$ cat src/rtl/reg_access_arbiter.sv
// rtl/reg_access_arbiter.sv - round-robin arbiter sharing one register-map access port
// Each grant issues exactly one access and answers with a one-cycle ack carrying read data.
module reg_access_arbiter #(
  parameter int NUM_REQ    = 2,
  parameter int ADDR_W     = 8,
  parameter int DATA_W     = 8,
  parameter int RD_LATENCY = 0
) (
  input  logic                        clk,
  input  logic                        rst,
  input  logic [NUM_REQ-1:0]          req,
  input  logic [NUM_REQ-1:0]          req_we,
  input  logic [NUM_REQ*ADDR_W-1:0]   req_addr,
  input  logic [NUM_REQ*DATA_W-1:0]   req_wdata,
  output logic [NUM_REQ-1:0]          ack,
  output logic [DATA_W-1:0]           ack_rdata,
  output logic [ADDR_W-1:0]           reg_addr,
  output logic [DATA_W-1:0]           reg_wdata,
  output logic                        reg_wr_en,
  input  logic [DATA_W-1:0]           reg_rdata,
  output logic                        busy
);

  localparam int IDX_W = $clog2(NUM_REQ);
  localparam logic [1:0] LAST_CNT = (RD_LATENCY > 0) ? 2'(RD_LATENCY - 1) : 2'd0;

  typedef enum logic [1:0] {IDLE, ISSUE, WAIT, ACK} state_t;

  state_t             state, state_d;
  logic [IDX_W-1:0]   ptr, ptr_d;
  logic [IDX_W-1:0]   grant, grant_d;
  logic [IDX_W-1:0]   sel, cand;
  logic               found;
  logic               we_q, we_d;
  logic [1:0]         cnt, cnt_d;
  logic [NUM_REQ-1:0] ack_d;
  logic [DATA_W-1:0]  ack_rdata_d;
  logic [ADDR_W-1:0]  reg_addr_d;
  logic [DATA_W-1:0]  reg_wdata_d;
  logic               reg_wr_en_d;
  logic               busy_d;

  // Scan downward so the requester closest above the pointer is the last (winning) match.
  always_comb begin
    sel   = '0;
    cand  = '0;
    found = 1'b0;
    for (int i = NUM_REQ - 1; i >= 0; i--) begin
      cand = IDX_W'((int'(ptr) + i) % NUM_REQ);
      if (req[cand]) begin
        sel   = cand;
        found = 1'b1;
      end
    end
  end

  always_comb begin
    state_d     = state;
    ptr_d       = ptr;
    grant_d     = grant;
    we_d        = we_q;
    cnt_d       = cnt;
    ack_d       = '0;
    ack_rdata_d = '0;
    reg_addr_d  = reg_addr;
    reg_wdata_d = reg_wdata;
    reg_wr_en_d = 1'b0;
    case (state)
      IDLE: begin
        if (found) begin
          grant_d     = sel;
          we_d        = req_we[sel];
          reg_addr_d  = req_addr[sel*ADDR_W +: ADDR_W];
          reg_wdata_d = req_wdata[sel*DATA_W +: DATA_W];
          reg_wr_en_d = req_we[sel];
          state_d     = ISSUE;
        end
      end
      ISSUE: begin
        cnt_d = 2'd0;
        if (we_q) begin
          ack_d[grant] = 1'b1;
          state_d      = ACK;
        end else if (RD_LATENCY == 0) begin
          ack_d[grant] = 1'b1;
          ack_rdata_d  = reg_rdata;
          state_d      = ACK;
        end else begin
          state_d = WAIT;
        end
      end
      WAIT: begin
        if (cnt == LAST_CNT) begin
          ack_d[grant] = 1'b1;
          ack_rdata_d  = reg_rdata;
          state_d      = ACK;
        end else begin
          cnt_d = cnt + 2'd1;
        end
      end
      ACK: begin
        ptr_d   = (grant == IDX_W'(NUM_REQ - 1)) ? '0 : grant + 1'b1;
        state_d = IDLE;
      end
      default: state_d = IDLE;
    endcase
    busy_d = (state_d != IDLE);
  end

  // Every output is a flop loaded with the value it must show in the next state.
  always_ff @(posedge clk or posedge rst) begin
    if (rst) begin
      state     <= IDLE;
      ptr       <= '0;
      grant     <= '0;
      we_q      <= 1'b0;
      cnt       <= 2'd0;
      ack       <= '0;
      ack_rdata <= '0;
      reg_addr  <= '0;
      reg_wdata <= '0;
      reg_wr_en <= 1'b0;
      busy      <= 1'b0;
    end else begin
      state     <= state_d;
      ptr       <= ptr_d;
      grant     <= grant_d;
      we_q      <= we_d;
      cnt       <= cnt_d;
      ack       <= ack_d;
      ack_rdata <= ack_rdata_d;
      reg_addr  <= reg_addr_d;
      reg_wdata <= reg_wdata_d;
      reg_wr_en <= reg_wr_en_d;
      busy      <= busy_d;
    end
  end

endmodule

$ cat config.mk
export PLATFORM = sky130hd
export DESIGN_NAME = reg_access_arbiter
export DESIGN_NICKNAME = d
export VERILOG_FILES = /design/src/rtl/reg_access_arbiter.sv
export SDC_FILE = /design/constraint.sdc
export NUM_CORES = 1
export LEC_CHECK = 0
export CAP_MARGIN = 10
export CORE_MARGIN = 5
export CORE_UTILIZATION = 37
export DETAILED_ROUTE_END_ITERATION = 6
export PLACE_DENSITY_LB_ADDON = 0.12
export SLEW_MARGIN = 25
export SYNTH_ARGS = -nofsm -noshare
export SYNTH_HDL_FRONTEND = slang
export SYNTH_SLANG_ARGS = --single-unit
$ cat constraint.sdc
create_clock -name clk -period 1.44 [get_ports clk]
set_input_delay 0.144 -clock clk [delete_from_list [all_inputs] [get_ports clk]]
set_output_delay 0.144 -clock clk [all_outputs]
set_load 0.01 [all_outputs]
# ---- Yosys cells after proc, flatten, opt, wreduce, memory -nomap -nowiden
# Index checks and enable logic that the tools add are counted.
dict set report totals {
  regBits 35
  wordCells 57
  in_bits 46
  out_inout_bits 28
}
dict set report classes {
  muxes 25
  addsub 3
  n_reduce_logical 7
  magnitude_cmp 5
  eq_ne 4
  shift 2
}
# cell n
set op_table {}
lappend op_table {{$shiftx A16 B5 Y8} 2}
lappend op_table {{$mux W8} 2}
lappend op_table {{$pmux W8 S2} 1}
lappend op_table {{$mux W1} 14}
lappend op_table {{$lt A1 B2 Y1 const B} 4}
lappend op_table {{$mux W2} 4}
lappend op_table {{$pmux W2 S2} 2}
lappend op_table {{$pmux W2 S4} 1}
lappend op_table {{$eq A2 B2 Y1 const B} 2}
lappend op_table {{$logic_not A2 Y1} 2}
lappend op_table {{$reduce_and A2 Y1} 2}
lappend op_table {{$reduce_bool A2 Y1} 2}
lappend op_table {{$add A1 B1 Y1 const B} 2}
lappend op_table {{$add A2 B1 Y2 const B} 1}
lappend op_table {{$eq A2 B1 Y1 const B} 1}
lappend op_table {{$ne A2 B2 Y1 const B} 1}
lappend op_table {{$demux W1 S1} 1}
lappend op_table {{$ge A1 B1 Y1 const B} 1}
lappend op_table {{$logic_and A1 B1 Y1} 1}

# ---- Logic depth before layout (Yosys ltp)
# Gate-level depths: netlist of run 1.
dict set report logic_depth {
  word_depth 9
  ltp_mapped 7
  depth_no_buf 5
}

# ---- Worst setup path after synthesis of run 1
# No wires, ideal clock.
dict set report synth_path {
  kind {reg2reg}
  startpoint {reg state[0]}
  endpoint {reg reg_addr[4]}
  arrival_ns 1.282
  setup_ns 0.077
  t_required_ns 1.363
  slack_ns 0.081
  path_buffers 2
  period_less_slack_ns 1.359
  stages_incl_launch_ff 8
  path_cell_list {dfrtp_1 > inv_1 > ha_1 > o21a_1 > buf_4 > buf_4 > nor2_1 > a21oi_1}
}
dict set report synth_between {
  elab_chain_cells 2
}
# element line_no
set synth_lines {}
lappend synth_lines {{from (decl)} 29} ;# state_t state, state_d;
lappend synth_lines {{from (signal assigned)} 125} ;# state <= state_d;
lappend synth_lines {{$logic_not A2 Y1} 68} ;# case (state)
lappend synth_lines {{$reduce_and A2 Y1 (no line)} --}
lappend synth_lines {{to (signal assigned)} 132} ;# reg_addr <= reg_addr_d;
lappend synth_lines {{to (decl)} 17} ;# output logic [ADDR_W-1:0] reg_addr,
# Every way passes these cells.
# A chain may end at the register's enable or synchronous reset.

# ---- Worst setup path in the final report of run 1
dict set report layout_path {
  startpoint {reg state[0]}
  endpoint {reg busy}
}
dict set report layout_between {
  elab_chain_cells 3
  word_cells_on_any_way 8
  classes_between {eq/ne: 3; mux: 3; reduce/logical: 2}
}
# element line_no
set layout_lines {}
lappend layout_lines {{$eq A2 B2 Y1, or another cell as far along} 68}
lappend layout_lines {{$pmux W2 S4 (*)} 68}
lappend layout_lines {{named net state_d[0]} 29}
lappend layout_lines {{$reduce_bool A2 Y1 (*)} 107} ;# busy_d = (state_d != IDLE);
lappend layout_lines {{named net busy_d} 41} ;# logic busy_d;
lappend layout_lines {{to (signal assigned)} 135} ;# busy <= busy_d;
lappend layout_lines {{to (decl)} 21} ;# output logic busy
# The timed path passes the listed nets; every way through them passes the cells marked *.

==> run metrics, run 1 <==
# clock sinks 35; R2R depth 5; Routed Antenna Nets 0; status finished, final reports clean; Final Cycle Share between 90% and 100%; critical path launch point state[0]$_DFF_PP0_; TritonCTS clock tree yes; Core Region around 4300 sq um; initial antenna violation count 0; # IOs 74; Comb pwr share around half; Seq pwr share around 34%; RR Startpoint state[0]$_DFF_PP0_; drt total wl between 4 and 5 mm; Via density between 5 and 6; Initial Util a little under two fifths; crit path DAT 1.52 ns; ANT cells 0; CTS H-tree lvls 2; CTS Hold Bufs 0; Worst-Skew Late Latency 0.28 ns; Cell variety after synth 26; Yosys reg bits 35; yosys warns 0; drt wl/cell between 15 and 20 um; switching power approximately 1.6 mW; Setup crit end kind flop; Filler Cells Inserted between 300 and 400; All-Layer GR Usage approximately 16%; Power Density approximately 1900 nW/um^2; Peak Freq ~740 MHz; die area 5756 sq um; clock skew about 0.0057 ns; share of cells above drive strength 1 between 10% and 20%; grt total ovfl 0; Worst-path clk slew about 0.07 ns; most common cell in the synthesized netlist dfrtp_1; setup bufs post-CTS 0; max-cap viol count 0; GPL Wtd Cong ~0.86; Final Hold Vio Count 0; Clock Tree Root clkbuf_8; sequential share of the synthesized area a little over half; Post-synth top flop dfrtp_1; Die X 75.87 um; final setup vio count 0; Slew HR between 60% and 70%; largest net degree at the start of global routing 36; CP max FO 4; final slew viol count 0; Worst Tran Pin Value 0.4601 ns; DR vias about 1500; Mapped Avg Cell Area roughly 10 sq um; DRC viols 0; fin util 59.70%; crit path launch type flop; Synth top area share 54.56%; Worst VDD drop roughly 1 mV; Int Power ~3.1 mW; first-pass GRT wire length just over 7 mm; fin crit period between 1 and 1.5 ns; largest area contributor in the netlist dfrtp_1; main area contributors after synthesis dfrtp_1 55%, a31oi_1 6.6%, a21oi_1 5.6%; area of the mapped netlist about 1600 sq um; TritonCTS Buffers 5; share of total power in the clock network about 16%; Async S/R FF share, synth 100.0%; Syn Inst Count 157; Post-synth EDFFs 0; worst path required time around 1.6 ns; Crit Path Class reg -> reg; Final HPWL DP approximately 3.4 mm; Final #Nets a little under 300; switching share of total power between 30% and 40%; Die H between 70 and 80 um; Post-synth top cells 35 x dfrtp_1, 18 x a21oi_1, 18 x nor2_1, 18 x o21ai_0, 17 x a31oi_1; Pleak approximately 1.1 nW; Iter 0 DRT Violations 77; Site Rows 24; Final Power about 4.8 mW; RSZ-0062 raised after global routing yes; drt first pass iters 4; Syn-to-layout area delta 59.70%; IO buf count 73; vias in the first global route roughly 1600; Net Count, Synth between 200 and 250; Min-Delay Path Class in -> async; CTS max path bufs 2
path summary, 6_finish.rpt:
| kind | end | slack, ns |
|---|---|---|
| min in group clk | ack_rdata[1]$_DFF_PP0_ | 0.42 |
| max | busy$_DFF_PP0_ | 0.09 |
| max reg2reg | busy$_DFF_PP0_ | 0.09 |
| min reg2reg | ack[0]$_DFF_PP0_ | 0.48 |
| min | cnt[0]$_DFFE_PP0P_ | 0.22 |
| max in group asynchronous | reg_addr[6]$_DFFE_PP0P_ | 1.04 |
worst max-delay path, cell delays in order (launching register included):
cell      delay (ns)
dfrtp_1         0.35
inv_1           0.09
ha_1            0.25
o21ai_0         0.22
o211ai_2        0.13
or2_1           0.21
cell usage in the layout, fill, tap and decap left out:
| cell type | count |
|---|---|
| clkdlybuf4s50_1 | 73 |
| dfrtp_1 | 35 |
| o21ai_0 | 18 |
| nor2_1 | 18 |
| a21oi_1 | 18 |
| a31oi_1 | 16 |
| buf_4 | 11 |
| inv_1 | 8 |
| and2_1 | 8 |
| clkbuf_8 | 7 |
| ha_1 | 5 |
| nand2_1 | 3 |
| nand2b_1 | 2 |
| a32o_1 | 2 |
| a21o_1 | 2 |
| and3_1 | 2 |
| and2b_2 | 1 |
| o21ai_4 | 1 |
| o21a_1 | 1 |
| nand3_1 | 1 |
| mux2i_1 | 1 |
| a31oi_2 | 1 |
| a21boi_4 | 1 |
| o211ai_2 | 1 |
| or2_1 | 1 |
| o21ai_1 | 1 |
| ha_4 | 1 |
| clkbuf_1 | 1 |
| buf_12 | 1 |
registers in the layout, summed over array words and instances, names as in the netlist:
signal / cells
cnt: 2
reg_wdata: 8
reg_wr_en: 1
we_q: 1
reg_addr: 8
state: 2
ack: 2
grant: 1
busy: 1
ack_rdata: 8
ptr: 1
layer usage:
metal  GRT usage, %  part of all wire, %  vias to the layer above
met5              0                    0                        -
met3          5.541                  8.8                       11
met1          18.47                   40                      702
met4          7.379                  2.2                        0
li1               -                    -                      710
met2          28.14                   49                       66
cells by family (layout without fill, tap and decap cells):
logic type / after synthesis / count (layout) / synth area share [%]
compound gates: 62 / 62 / 23.07
fa+ha+maj: 6 / 6 / 4.676
buf+inv: 17 / 101 / 6.235
flops: 35 / 35 / 54.56
mux: 1 / 1 / 0.6236
simple gates: 36 / 36 / 10.83
cell type report:
type / count / area, sq um / area share [%]
inverters: 8 / 30.03 / 1.171
clock buffers: 8 / 100.1 / 3.904
well taps: 52 / 65.06 / 2.538
multi-input cells: 105 / 659.4 / 25.72
repair buffers: 85 / 833.3 / 32.50
flip-flops and latches: 35 / 875.8 / 34.16
through the flow:
stage | hold slack, ns | setup TNS (ns) | std cells | setup slack [ns] | instance area, sq um
after floorplan | 0.2726 | 0 | 157 | 0.08095 | 1605
after global placement | 0.4661 | -0.1214 | 285 | -0.07086 | 2434
after detailed placement | 0.4722 | -1.673 | 285 | -0.1452 | 2434
after CTS | 0.2330 | 0 | 293 | 0.02911 | 2540
after global routing | 0.2531 | -0.1626 | 293 | -0.02626 | 2564
final | 0.2170 | 0 | 293 | 0.08822 | 2564
power groups by stage:
stage          Clock [mW]  Sequential (mW)  Combinational (mW)
2_1_floorplan           0             1.77               0.997
3_3_place_gp            0             1.60                2.24
3_5_place_dp            0             1.62                2.30
4_1_cts             0.798             1.60                2.33
5_1_grt             0.830             1.65                2.62
6_report            0.774             1.60                2.39
what timing repair did:
action | in CTS | in global routing
pin swaps | 0 | 1
endpoints found under the setup margin | 14 | 25
gates resized for setup | 2 | 3
No activity file was read; power rests on OpenSTA's default activity.
==> run 2: changes to the inputs <==
--- a/config.mk
+++ b/config.mk
@@ -7,7 +7,7 @@
 export LEC_CHECK = 0
 export CAP_MARGIN = 10
 export CORE_MARGIN = 5
-export CORE_UTILIZATION = 37
+export CORE_UTILIZATION = 41
 export DETAILED_ROUTE_END_ITERATION = 6
 export PLACE_DENSITY_LB_ADDON = 0.12
 export SLEW_MARGIN = 25
==> constraint.sdc (replaced) <==
create_clock -name clk -period 1.5 [get_ports clk]
set_input_delay 0.15 -clock clk [delete_from_list [all_inputs] [get_ports clk]]
set_output_delay 0.15 -clock clk [all_outputs]
set_load 0.01 [all_outputs]
==> run metrics, run 2 (synthesis results as in run 1) <==
CTS Hold Bufs 0; Worst Tran Pin Value 0.4452 ns; drt first pass iters 4; Final Cell Area 2550 sq um; Routed Antenna Nets 0; TritonCTS clock tree yes; TritonCTS Buffers 5; Slew HR ~70%; commonest non-fill, non-tap cell in the layout clkdlybuf4s50_1; final non-filler cell total between 200 and 300; buffer and inverter count on the worst path 2; final setup vio count 0; status finished, final reports clean; CTS max path bufs 2; dpl cell area between 2000 and 2500 sq um; Syn-to-layout area delta 58.85%; vias in the first global route between 1500 and 2000; Via density between 5 and 6; # clock sinks 35; Core Region around 3700 sq um; Crit Path Class reg -> reg; Pleak roughly 1.1 nW; All-Layer GR Usage roughly 18%; commonest cells after routing, fill and taps aside 73 x clkdlybuf4s50_1, 35 x dfrtp_1, 18 x nor2_1, 18 x a21oi_1; multi-input logic area between 600 and 700 sq um; post-cts resize count 2; ANT cells 0; Site Rows 22; cell depth of the worst setup path 6; Die H between 70 and 80 um; R2R depth 6; Initial Util a little over two fifths; DRC viols 0; final slew viol count 0; drt total wl around 4.6 mm; Final Cycle Share between 90% and 100%; die area between 5000 and 6000 sq um; largest net degree at the start of global routing 36; crit path launch type flop; first-pass GRT wire length 7.314 mm; Iter 0 DRT Violations between 70 and 80; setup bufs post-CTS 0; Setup crit end kind flop; initial antenna violation count 0; Final #Nets approximately 290; crit path DAT 1.55 ns; Worst-Skew Late Latency 0.27 ns; Peak Freq about 710 MHz; critical path launch point state[0]$_DFF_PP0_; Final Power 4.619 mW; Worst-path clk slew ~0.07 ns; Final HPWL DP about 3.5 mm; Die X a little over 70 um; worst path required time 1.65 ns; Critical Path Sink reg_addr[4]$_DFFE_PP0P_; grt total ovfl 0; flop-to-flop setup slack about 0.098 ns; Power Density 1812 nW/um^2; max-cap viol count 0; share of cells above drive strength 1 under 10%; Min-Delay Path Class in -> async; fin crit period roughly 1.4 ns; CTS H-tree lvls 2; storage element area ~880 sq um; drt wl/cell 16.09 um; Filler Cells Inserted around 310; GPL Wtd Cong roughly 0.75; max incr delay on CP about 0.42 ns; DR vias ~1500; Worst VDD drop between 0.9 and 1 mV; IO buf count 73; Cell Chain, Critical Path inv_1 > ha_4 > o21ai_4 > buf_12 > a31oi_1 > a21oi_1; clock skew 0.001893 ns; largest registers ack_rdata (8), reg_addr (8), reg_wdata (8); RR Startpoint state[0]$_DFF_PP0_; reg-to-reg endpoint reg_addr[4]$_DFFE_PP0P_; family with the most delay on the worst path flip-flops; Clock Tree Root clkbuf_8; slowest cell on the critical path dfrtp_1; dpl cells 277; CP max FO 18; # IOs 74; Final Hold Vio Count 0
==> run 2: worst min-delay path by stage <==
stage | from | to | depth (start not counted)
3_3_place_gp | cnt[0]$_DFFE_PP0P_ | cnt[0]$_DFFE_PP0P_ | 1
5_1_grt | rst | ack_rdata[6]$_DFF_PP0_ | 3
3_5_place_dp | cnt[0]$_DFFE_PP0P_ | cnt[0]$_DFFE_PP0P_ | 1
6_report | rst | ack_rdata[6]$_DFF_PP0_ | 3
2_1_floorplan | reg_rdata[0] | ack_rdata[0]$_DFF_PP0_ | 1
4_1_cts | rst | ack_rdata[4]$_DFF_PP0_ | 3
==> run 2: final cells by class <==
| type | instances | area share [%] |
|---|---|---|
| multi-input combinational | 105 | 25.71 |
| sequential | 35 | 34.35 |
| inverter | 8 | 1.178 |
| clock buffer | 8 | 3.925 |
| timing repair buffer | 81 | 32.48 |
| tap | 48 | 2.355 |
==> run 2: stage by stage <==
| step | setup TNS (ns) | hold WS [ns] | utilization (%) | setup WS [ns] |
|---|---|---|---|---|
| after floorplan | 0 | 0.2786 | - | 0.1409 |
| after global placement | 0 | 0.4586 | 65.22 | 0.007481 |
| after detailed placement | -0.3270 | 0.4911 | 65.22 | -0.09336 |
| after CTS | 0 | 0.2812 | 68.08 | 0.05014 |
| after global routing | -0.0002158 | 0.3158 | 68.62 | -0.0002158 |
| final | 0 | 0.2663 | 68.62 | 0.09831 |
==> run 2: per-layer routing <==
layer | wire length, um | track usage, %
met5 | 0 | 0
met4 | 95 | 5.533
met3 | 413 | 6.749
met1 | 1749 | 19.67
met2 | 2327 | 31.36
==> run 2: power breakdown <==
part / total, mW / internal [mW] / switching, mW / leakage [nW]
Clock: 0.737 / 0.419 / 0.318 / 0.0515
Sequential: 1.55 / 1.34 / 0.210 / 0.424
Combinational: 2.33 / 1.27 / 1.06 / 0.621
==> run 2: worst register-to-register path, delay by kind of cell, from the launching register on <==
family          cells  cell delay, ns
compound gates      3            0.37
fa+ha+maj           1            0.19
buf+inv             2            0.30
flops               1            0.42
